==> config.mk <==
export PLATFORM = sky130hd
export DESIGN_NAME = vigna_fetch_unit
export DESIGN_NICKNAME = d
export VERILOG_FILES = /design/src/rtl/vigna_pkg.sv /design/src/rtl/vigna_fifo.sv /design/src/rtl/vigna_fetch_unit.sv
export SDC_FILE = /design/constraint.sdc
export NUM_CORES = 1
export LEC_CHECK = 0
export CORE_MARGIN = 3
export CORE_UTILIZATION = 45
export CTS_CLUSTER_SIZE = 20
export DETAILED_ROUTE_END_ITERATION = 10
export PLACE_DENSITY = 0.77
export REMOVE_ABC_BUFFERS = 1
export SETUP_SLACK_MARGIN = 0.3
export SYNTH_ARGS = -nofsm -noshare
export SYNTH_HDL_FRONTEND = slang
export SYNTH_SLANG_ARGS = --single-unit
==> constraint.sdc <==
create_clock -name clk -period 4.2 [get_ports clk]
set_input_delay 0.84 -clock clk [delete_from_list [all_inputs] [get_ports clk]]
set_output_delay 0.84 -clock clk [all_outputs]
set_load 0.02 [all_outputs]
==> src/rtl/vigna_pkg.sv <==
`default_nettype none
// ============================================================================
//  Module      : vigna_pkg
//  Description : Shared constants for the vigna fetch path. Defines the
//                address width, the instruction size, and the layout of a
//                prefetch-queue entry, packed as {addr, data, fault} from MSB
//                to LSB.
//  Revision    : 1.0 - initial release
// ============================================================================
package vigna_pkg;

    localparam int VIGNA_ADDR_W        = 32;
    localparam int VIGNA_INST_BYTES    = 4;

    // Queue-entry layout. The fault flag is the LSB, the instruction word
    // sits above it, and the fetch address occupies the top bits.
    localparam int VIGNA_ENT_FAULT_W   = 1;
    localparam int VIGNA_ENT_FAULT_OFS = 0;
    localparam int VIGNA_ENT_DATA_OFS  = VIGNA_ENT_FAULT_OFS + VIGNA_ENT_FAULT_W;

    function automatic int vigna_ent_addr_ofs(input int data_w);
        return VIGNA_ENT_DATA_OFS + data_w;
    endfunction

    function automatic int vigna_ent_w(input int data_w);
        return vigna_ent_addr_ofs(data_w) + VIGNA_ADDR_W;
    endfunction

endpackage
`default_nettype wire

==> src/rtl/vigna_fifo.sv <==
`default_nettype none
// ============================================================================
//  Module      : vigna_fifo
//  Description : Synchronous DEPTH x WIDTH FIFO with flush, wrap-around
//                pointers and an occupancy count. DEPTH must be a power of
//                two so that the pointers wrap naturally.
//  Revision    : 1.0 - initial release
//
//  Ports
//    clk, resetn  : clock and asynchronous active-low reset
//    i_flush      : empty the FIFO; overrides push and pop in the same cycle
//    i_push       : write i_push_data; allowed when full only with a pop
//    i_pop        : drop the head entry; ignored when empty
//    o_count      : occupancy, 0..DEPTH
//    o_head       : head entry; undefined when o_count == 0
// ============================================================================
module vigna_fifo #(
    parameter int DEPTH = 4,
    parameter int WIDTH = 65
) (
    input  logic                       clk,
    input  logic                       resetn,
    input  logic                       i_flush,
    input  logic                       i_push,
    input  logic [WIDTH-1:0]           i_push_data,
    input  logic                       i_pop,
    output logic [$clog2(DEPTH+1)-1:0] o_count,
    output logic [WIDTH-1:0]           o_head
);

    localparam int c_ptr_w = $clog2(DEPTH);
    localparam int c_cnt_w = $clog2(DEPTH + 1);

    logic [WIDTH-1:0]   r_mem [DEPTH];
    logic [c_ptr_w-1:0] r_rd_ptr;
    logic [c_ptr_w-1:0] r_wr_ptr;
    logic [c_cnt_w-1:0] r_count;
    logic               w_push;
    logic               w_pop;

    assign w_pop  = i_pop & (r_count != '0) & ~i_flush;
    // A push into a full FIFO is accepted only when a pop frees the slot.
    assign w_push = i_push & ~i_flush & ((r_count != c_cnt_w'(DEPTH)) | w_pop);

    always_ff @(posedge clk or negedge resetn) begin
        if (!resetn) begin
            r_rd_ptr <= '0;
            r_wr_ptr <= '0;
            r_count  <= '0;
        end else if (i_flush) begin
            r_rd_ptr <= '0;
            r_wr_ptr <= '0;
            r_count  <= '0;
        end else begin
            if (w_push) begin
                r_wr_ptr <= r_wr_ptr + c_ptr_w'(1);
            end
            if (w_pop) begin
                r_rd_ptr <= r_rd_ptr + c_ptr_w'(1);
            end
            if (w_push && !w_pop) begin
                r_count <= r_count + c_cnt_w'(1);
            end else if (!w_push && w_pop) begin
                r_count <= r_count - c_cnt_w'(1);
            end
        end
    end

    // Storage needs no reset: entries are only read while counted valid.
    always_ff @(posedge clk) begin
        if (w_push) begin
            r_mem[r_wr_ptr] <= i_push_data;
        end
    end

    assign o_count = r_count;
    assign o_head  = r_mem[r_rd_ptr];

endmodule
`default_nettype wire

==> src/rtl/vigna_fetch_unit.sv <==
`default_nettype none
// ============================================================================
//  Module      : vigna_fetch_unit
//  Description : Instruction prefetcher. Issues one outstanding request at a
//                time on the instruction bus, queues returned words in a
//                DEPTH-entry FIFO, and supports flushing redirects.
//                Build option: VIGNA_FETCH_ALIGN_CHECK_EN. When it is
//                defined, a misaligned redirect queues a single fault entry
//                and halts fetch until the next redirect.
//  Revision    : 1.0 - initial release
//
//  Ports
//    clk, resetn                          : clock, async active-low reset
//    i_valid/i_ready/i_addr/i_rdata       : instruction bus request/response
//    inst_valid/inst_ready/inst_data/
//    inst_addr/inst_fault                 : head of the prefetch queue
//    redir_valid/redir_addr               : single-cycle fetch redirect
// ============================================================================
module vigna_fetch_unit
    import vigna_pkg::*;
#(
    parameter logic [31:0] RESET_ADDR = 32'h0000_0000,
    parameter int          DEPTH      = 4,
    parameter int          DATA_W     = 32
) (
    input  logic                    clk,
    input  logic                    resetn,
    output logic                    i_valid,
    input  logic                    i_ready,
    output logic [VIGNA_ADDR_W-1:0] i_addr,
    input  logic [DATA_W-1:0]       i_rdata,
    output logic                    inst_valid,
    input  logic                    inst_ready,
    output logic [DATA_W-1:0]       inst_data,
    output logic [VIGNA_ADDR_W-1:0] inst_addr,
    input  logic                    redir_valid,
    input  logic [VIGNA_ADDR_W-1:0] redir_addr,
    output logic                    inst_fault
);

    localparam int c_ent_w    = vigna_ent_w(DATA_W);
    localparam int c_addr_ofs = vigna_ent_addr_ofs(DATA_W);
    localparam int c_cnt_w    = $clog2(DEPTH + 1);

    logic [VIGNA_ADDR_W-1:0] r_pc;
    logic [VIGNA_ADDR_W-1:0] r_req_addr;
    logic                    r_req_valid;
    logic                    r_drop;

    logic                    w_hs;
    logic                    w_busy_next;
    logic                    w_deq;
    logic                    w_word_enq;
    logic                    w_enq;
    logic                    w_issue;
    logic                    w_halted_next;
    logic [VIGNA_ADDR_W-1:0] w_redir_pc;
    logic [VIGNA_ADDR_W-1:0] w_pc_base;
    logic [c_ent_w-1:0]      w_enq_ent;
    logic [c_ent_w-1:0]      w_head_ent;
    logic [c_cnt_w-1:0]      w_count;
    logic [c_cnt_w-1:0]      w_count_next;

    assign w_hs        = r_req_valid & i_ready;
    assign w_busy_next = r_req_valid & ~i_ready;
    assign w_deq       = inst_valid & inst_ready;
    // A redirect flushes the queue, so a word landing in the same cycle is
    // discarded just like one flagged by the drop bit.
    assign w_word_enq  = w_hs & ~r_drop & ~redir_valid;

`ifdef VIGNA_FETCH_ALIGN_CHECK_EN
    logic                    r_halted;
    logic                    r_fault_pend;
    logic [VIGNA_ADDR_W-1:0] r_fault_addr;
    logic                    w_misaligned;
    logic                    w_fault_enq;

    assign w_misaligned  = redir_valid & (redir_addr[1:0] != 2'b00);
    assign w_redir_pc    = redir_addr;
    // The fault entry waits until the bus is idle so that it lands after
    // any in-flight (dropped) word and never competes with it for a slot.
    assign w_fault_enq   = r_fault_pend & ~r_req_valid & ~redir_valid;
    assign w_halted_next = redir_valid ? w_misaligned : r_halted;
    assign w_enq         = w_word_enq | w_fault_enq;
    assign w_enq_ent     = w_fault_enq ? {r_fault_addr, {DATA_W{1'b0}}, 1'b1}
                                       : {r_req_addr, i_rdata, 1'b0};
    assign inst_fault    = inst_valid & w_head_ent[VIGNA_ENT_FAULT_OFS];

    always_ff @(posedge clk or negedge resetn) begin
        if (!resetn) begin
            r_halted     <= 1'b0;
            r_fault_pend <= 1'b0;
            r_fault_addr <= RESET_ADDR;
        end else if (redir_valid) begin
            r_halted     <= w_misaligned;
            r_fault_pend <= w_misaligned;
            r_fault_addr <= redir_addr;
        end else if (w_fault_enq) begin
            r_fault_pend <= 1'b0;
        end
    end
`else
    logic w_unused;

    assign w_redir_pc    = {redir_addr[VIGNA_ADDR_W-1:2], 2'b00};
    assign w_halted_next = 1'b0;
    assign w_enq         = w_word_enq;
    assign w_enq_ent     = {r_req_addr, i_rdata, 1'b0};
    assign inst_fault    = 1'b0;
    assign w_unused      = &{1'b0, redir_addr[1:0], w_head_ent[VIGNA_ENT_FAULT_OFS]};
`endif

    // Occupancy after this edge; issue decisions use it so that a slot is
    // always reserved for the request being launched.
    always_comb begin
        w_count_next = w_count;
        if (redir_valid) begin
            w_count_next = '0;
        end else if (w_enq && !w_deq) begin
            w_count_next = w_count + c_cnt_w'(1);
        end else if (!w_enq && w_deq) begin
            w_count_next = w_count - c_cnt_w'(1);
        end
    end

    assign w_pc_base = redir_valid ? w_redir_pc : r_pc;
    assign w_issue   = ~w_busy_next & (w_count_next < c_cnt_w'(DEPTH)) & ~w_halted_next;

    always_ff @(posedge clk or negedge resetn) begin
        if (!resetn) begin
            r_pc        <= RESET_ADDR;
            r_req_addr  <= RESET_ADDR;
            r_req_valid <= 1'b0;
            r_drop      <= 1'b0;
        end else begin
            if (w_issue) begin
                r_req_valid <= 1'b1;
                r_req_addr  <= w_pc_base;
                r_pc        <= w_pc_base + VIGNA_ADDR_W'(VIGNA_INST_BYTES);
            end else begin
                r_req_valid <= w_busy_next;
                r_pc        <= w_pc_base;
            end
            // Only a request still waiting after this edge needs marking;
            // one completing now is already discarded by the flush.
            if (redir_valid) begin
                r_drop <= w_busy_next;
            end else if (w_hs) begin
                r_drop <= 1'b0;
            end
        end
    end

    vigna_fifo #(
        .DEPTH (DEPTH),
        .WIDTH (c_ent_w)
    ) u_fifo (
        .clk         (clk),
        .resetn      (resetn),
        .i_flush     (redir_valid),
        .i_push      (w_enq),
        .i_push_data (w_enq_ent),
        .i_pop       (w_deq),
        .o_count     (w_count),
        .o_head      (w_head_ent)
    );

    assign i_valid    = r_req_valid;
    assign i_addr     = r_req_addr;
    assign inst_valid = (w_count != '0);
    assign inst_data  = w_head_ent[VIGNA_ENT_DATA_OFS +: DATA_W];
    assign inst_addr  = w_head_ent[c_addr_ofs +: VIGNA_ADDR_W];

endmodule
`default_nettype wire

; ---- Yosys cells after proc, flatten, opt, wreduce, memory -nomap -nowiden
; Memory sizes are Yosys's and may differ from the RTL's.
; Index checks and enable logic that the tools add are counted.
[op_classes]
n_addsub = 5
order_cmp = 1
n_eq_ne = 1
muxes = 17
bitwise = 15
reduce_logical = 13
[ops]
columns = operator, n
row1 = $mux 32, 2
row2 = $add 32x3->32 const B, 1
row3 = $mux 3, 6
row4 = $and 1x1->1, 10
row5 = $mux 2, 4
row6 = $reduce_bool 2->1, 3
row7 = $reduce_bool 3->1, 2
row8 = $mux 1, 5
row9 = $add 2x1->2 const B, 2
row10 = $logic_and 1x1->1, 4
row11 = $logic_not 1->1, 4
row12 = $not 1->1, 4
row13 = $add 3x1->3 const B, 1
row14 = $lt 3x3->1 const B, 1
row15 = $ne 3x3->1 const B, 1
row16 = $sub 3x1->3 const B, 1
row17 = $or 1x1->1, 1
[word_totals]
regBits = 73
ram_bits = 256
inputBits = 69
output_inout_bits = 99
mem_count = 1
[mem_list]
columns = memory, depth, word_bits, read_ports, rd_clocked_by_memory_dff, wr, line_no
row1 = u_fifo.r_mem, 4, 64, 1, 0, 1, vigna_fifo.sv:34  ; logic [WIDTH-1:0] r_mem [DEPTH];

; ---- Depth between registers and ports, before layout
[depth]
ltp_word = 11
ltp_mapped = 11
depth_no_buf = 8

; ---- Hierarchy
; From an unflattened synthesis, not the netlist that was laid out.
[unflattened]
hier_cells = 735
hier_area_um2 = 13309.0
[by_module_without_submodules]
columns = mod, instances, cells_each, area_per_inst_um2, seq_area_each_um2
row1 = vigna_fifo, 1, 391, 9880.7, 7982.7
row2 = vigna_fetch_unit, 1, 344, 3428.3, 1651.6

; ---- Least setup slack after synthesis
; Ideal clock, no wire load.
[synth_timing]
kind = input to register
from = input redir_valid
to = memory u_fifo.r_mem[0][0] (netlist name), enable pin
arrival_time_ps = 3356
t_required_ps = 3771
path_slack_ps = 416
stages = 6
cell_sequence = buf_6 -> buf_6 -> buf_6 -> nand2b_1 -> a31oi_1 -> and2_1
[synth_between]
elab_chain_cells = 6
[synth_rtl]
columns = element, line_no
row1 = from (decl), vigna_fetch_unit.sv:36  ; input logic redir_valid,
row2 = $not 1->1 *, "vigna_fifo.sv:41, vigna_fifo.sv:43, vigna_fetch_unit.sv:69"
row3 = $and 1x1->1 (on tied branches), "vigna_fetch_unit.sv:69, vigna_fifo.sv:41"
row4 = $and 1x1->1 or $or 1x1->1 (tied branches), vigna_fifo.sv:43  ; assign w_push = i_push & ~i_flush & ((r_count != c_cnt_w'(DEPTH)) | w_pop);
row5 = $and 1x1->1 *, vigna_fifo.sv:43
row6 = $mux 1 *, vigna_fifo.sv:71  ; if (w_push) begin
row7 = $mux 1 (implied by the code) *, vigna_fifo.sv:72  ; r_mem[r_wr_ptr] <= i_push_data;
row8 = to (decl), vigna_fifo.sv:34
; Mark *: on every way between the ends. The rest lies on a longest branch, timed or not.

; ---- Worst setup path in the final report
[layout_timing]
from = register u_fifo.r_rd_ptr[0]
to = output inst_data[29]
[layout_between]
elab_chain_cells = 1
[layout_rtl]
columns = element, line_no
row1 = from (decl), vigna_fifo.sv:35  ; logic [c_ptr_w-1:0] r_rd_ptr;
row2 = from (signal assigned), vigna_fifo.sv:59  ; r_rd_ptr <= r_rd_ptr + c_ptr_w'(1);
row3 = $mem_v2 4x64, -
row4 = to (decl), vigna_fetch_unit.sv:34  ; output logic [DATA_W-1:0] inst_data,
; Every way passes these cells.

==> flow_metrics.env <==
export IMPL_status="completed"
export IMPL_cts_buffers_inserted=35
export IMPL_critPathArrivalTime_ns=2.85
export IMPL_synth_async_reset_ratio_pct=22.2
export IMPL_fmax_ghz=0.271
export IMPL_dieArea_mm2=0.0315
export IMPL_r2r_cells=7
export IMPL_wl_um=28200
export IMPL_portBuffers=164
export IMPL_drt_first_pass_iters=4
export IMPL_core_area_mm2=0.0289
export IMPL_ff2ff_setup_slack_ns=1.60
export IMPL_via_count=7365
export IMPL_rows=62
export IMPL_timing_rr_end="r_pc[16]$_DFF_PN0_"
export IMPL_synth_distinct_cells=57
export IMPL_endpoint_kind="output port"
export IMPL_cts_root_buf="clkbuf_16"
export IMPL_synth_area_leader_cell="edfxtp_1"
export IMPL_final_nets=998
export IMPL_antenna_left=0
export IMPL_ir_worst_vdd_v=0.000287
export IMPL_routed_top_layer="met4"
export IMPL_clkTransAtPathRegs_ns=0.06
export IMPL_slew_headroom_pct=27.5
export IMPL_syn_inst=734
export IMPL_critPathKind="flip-flop to output port"
export IMPL_final_setup_tns_ns=0
export IMPL_finClkSkew_ns=0.0183
export IMPL_track_usage_pct=18.0
export IMPL_overflow=0
export IMPL_wl_met1_um=12000
export IMPL_synth_warnings=0
export IMPL_clk_path_buf_depth=3
export IMPL_rsz0062_at_grt="no"
export IMPL_antenna_found_initial=0
export IMPL_crit_required_ns=3.36
export IMPL_grt_pass1_wl_um=43700
export IMPL_finalCritPeriodShare_pct=88.0
export IMPL_hold_buffers=0
export IMPL_drive_above_1_share_pct=18.1
export IMPL_synth_seq_cells=329
export IMPL_hold_violations=0
export IMPL_synth_edf_count=256
export IMPL_yosysSeqAreaShare_pct=71.9
export IMPL_io_pins=168
export IMPL_worst_pin_slew_ns=1.08
export IMPL_grt_pass1_vias=7555
export IMPL_setup_slack_ns=0.505
export IMPL_place_hpwl_um=17800
export IMPL_dieWidth_um=178
export IMPL_start_util_pct=45.9
export IMPL_met2RoutedLength_um=13600
export IMPL_diodes=0
export IMPL_drc_errors=0
export IMPL_synth_top_cell_area_share_pct=58.1
export IMPL_finalSetupViolCount=0
export IMPL_gp_congestion=0.828
export IMPL_cts_sinks=329
export IMPL_cts_repair_resized=0
export IMPL_post_cts_setup_buffer_count=0
export IMPL_cts_tree="yes"
export IMPL_hold_path_class="primary input to async pin"
export IMPL_ctsHtreeMaxLevel=2
export IMPL_synth_area_leaders="edfxtp_1, dfrtp_1, mux4_2"
export IMPL_pwr_density_cell_mw_per_mm2=580
export IMPL_vias_per_cell=5.53
export IMPL_syn2layout_area_growth_pct=24.9
export IMPL_power_leakage_nw=5.56
export IMPL_slew_violations=0
export IMPL_grt_max_degree=74
export IMPL_pre_cts_slack_ns=0.633
export IMPL_syn_area_mm2=0.0132
export IMPL_reg2reg_from="r_pc[2]$_DFF_PN0_"
export IMPL_synth_flop_cell="edfxtp_1"
export IMPL_synth_area_per_cell_um2=18.0
export IMPL_wl_per_cell_um=21.2
export IMPL_clkLatencyLatePin_ns=0.50
export IMPL_cp_max_fo=33
export IMPL_period_needed_ns=3.69
export IMPL_die_h_um=178
export IMPL_num_fill_cells=2164
export IMPL_wl_met3_um=1890
export IMPL_worst_setup_path_start_kind="flip-flop"
export IMPL_first_iter_violations=547
export IMPL_maxCapViolations=0
export IMPL_crit_path_start="u_fifo.r_rd_ptr[0]$_DFFE_PN0P_"
==> worst max-delay path by stage <==
stage,slack (ns),depth (start not counted),endpoint
after floorplan,0.03,1,inst_addr[0]
after global placement,0.69,8,r_pc[16]$_DFF_PN0_
after detailed placement,0.63,8,r_pc[16]$_DFF_PN0_
after CTS,0.43,3,inst_data[12]
after global routing,0.34,3,inst_addr[26]
final,0.51,3,inst_data[29]
==> cell usage in the layout (no fill, tap or decap), types with 11 or more instances in the layout <==
cell | netlist | routed
mux2_2 | 15 | 15
o21ai_0 | 55 | 55
clkdlybuf4s50_1 | 0 | 162
mux4_2 | 64 | 64
mux2i_1 | 24 | 24
nand2_1 | 25 | 25
xnor2_1 | 26 | 26
nand3_1 | 22 | 22
edfxtp_1 | 256 | 256
nor4_1 | 11 | 11
buf_4 | 2 | 21
dfrtp_1 | 73 | 71
nor3_1 | 11 | 11
clkbuf_16 | 0 | 35
==> critical path, cell delays in order (launching register included) <==
cell	delay (ns)
dfrtp_4	0.90
buf_4	0.34
mux4_2	0.53
clkdlybuf4s50_1	0.55
==> Yosys cell counts (2+ instances only) <==
cell type	number
nand2_1	25
inv_1	9
nor4b_1	2
a2111o_1	2
ha_1	8
nand3b_1	7
buf_1	5
o21ai_0	55
mux2_2	15
a22oi_1	3
mux2i_1	24
dfrtp_1	73
xor2_1	4
nor3_1	11
a31oi_1	2
clkbuf_1	16
nor2b_1	4
edfxtp_1	256
buf_2	15
xnor2_1	26
nand2b_1	6
buf_6	3
nand3_1	22
nand4b_1	8
a211oi_1	2
nor2_1	8
nor4_1	11
buf_4	2
and2_1	6
a21oi_1	4
mux4_2	64
nand4_1	10
nor3b_1	2
==> sequential cells by signal, summed over array words and instances, names as in the netlist <==
| signal | flops |
|---|---|
| i_valid | 1 |
| u_fifo.r_rd_ptr | 2 |
| u_fifo.o_count | 3 |
| u_fifo.r_mem | 256 |
| r_drop | 1 |
| i_addr | 32 |
| r_pc | 32 |
| u_fifo.r_wr_ptr | 2 |
==> routing by layer <==
layer / up-vias / track usage [%]
li1: 3301 / -
met1: 3771 / 24.9
met2: 248 / 28.6
met3: 45 / 4.41
met4: 0 / 5.40
met5: - / 0
==> logic make-up after synthesis <==
kind of cell	after synthesis	synth area share [%]
AOI/OAI and AO/OA	81	3.72
muxes	103	14.0
DFF	329	71.9
adders and majority gates	8	0.756
buffers and inverters	50	1.79
and+or+nand+nor	132	5.89
other	1	0.0283
xor gates and xnor gates	30	1.98
==> power breakdown <==
part | total, mW | internal (mW) | leakage, nW | switching [mW]
Clock | 2.87 | 1.69 | 0.528 | 1.19
Combinational | 2.44 | 1.24 | 1.83 | 1.20
Sequential | 4.27 | 3.93 | 3.20 | 0.340
==> layout make-up <==
class                   count  area [um2]  area share [%]
repair buffers            191        1920            11.6
flip-flops and latches    329        9520            57.6
multi-input cells         355        3510            21.2
well taps                 384         480            2.91
clock buffers              46         927            5.61
clock inverters            17         144           0.870
inverters                   9        33.8           0.204
==> stage by stage <==
step                      area, um2  total power, mW  utilization, %  instances  hold slack, ns
after floorplan               13000             5.62               -        693           0.472
after global placement        15500             6.76            53.6       1268           0.500
after detailed placement      15500             6.82            53.6       1268           0.508
after CTS                     16500             9.71            57.3       1331           0.521
after global routing          16500             10.0            57.3       1331           0.547
final                         16500             9.58            57.3       1331           0.486
Note: power is estimated with default switching activity, not from simulation.
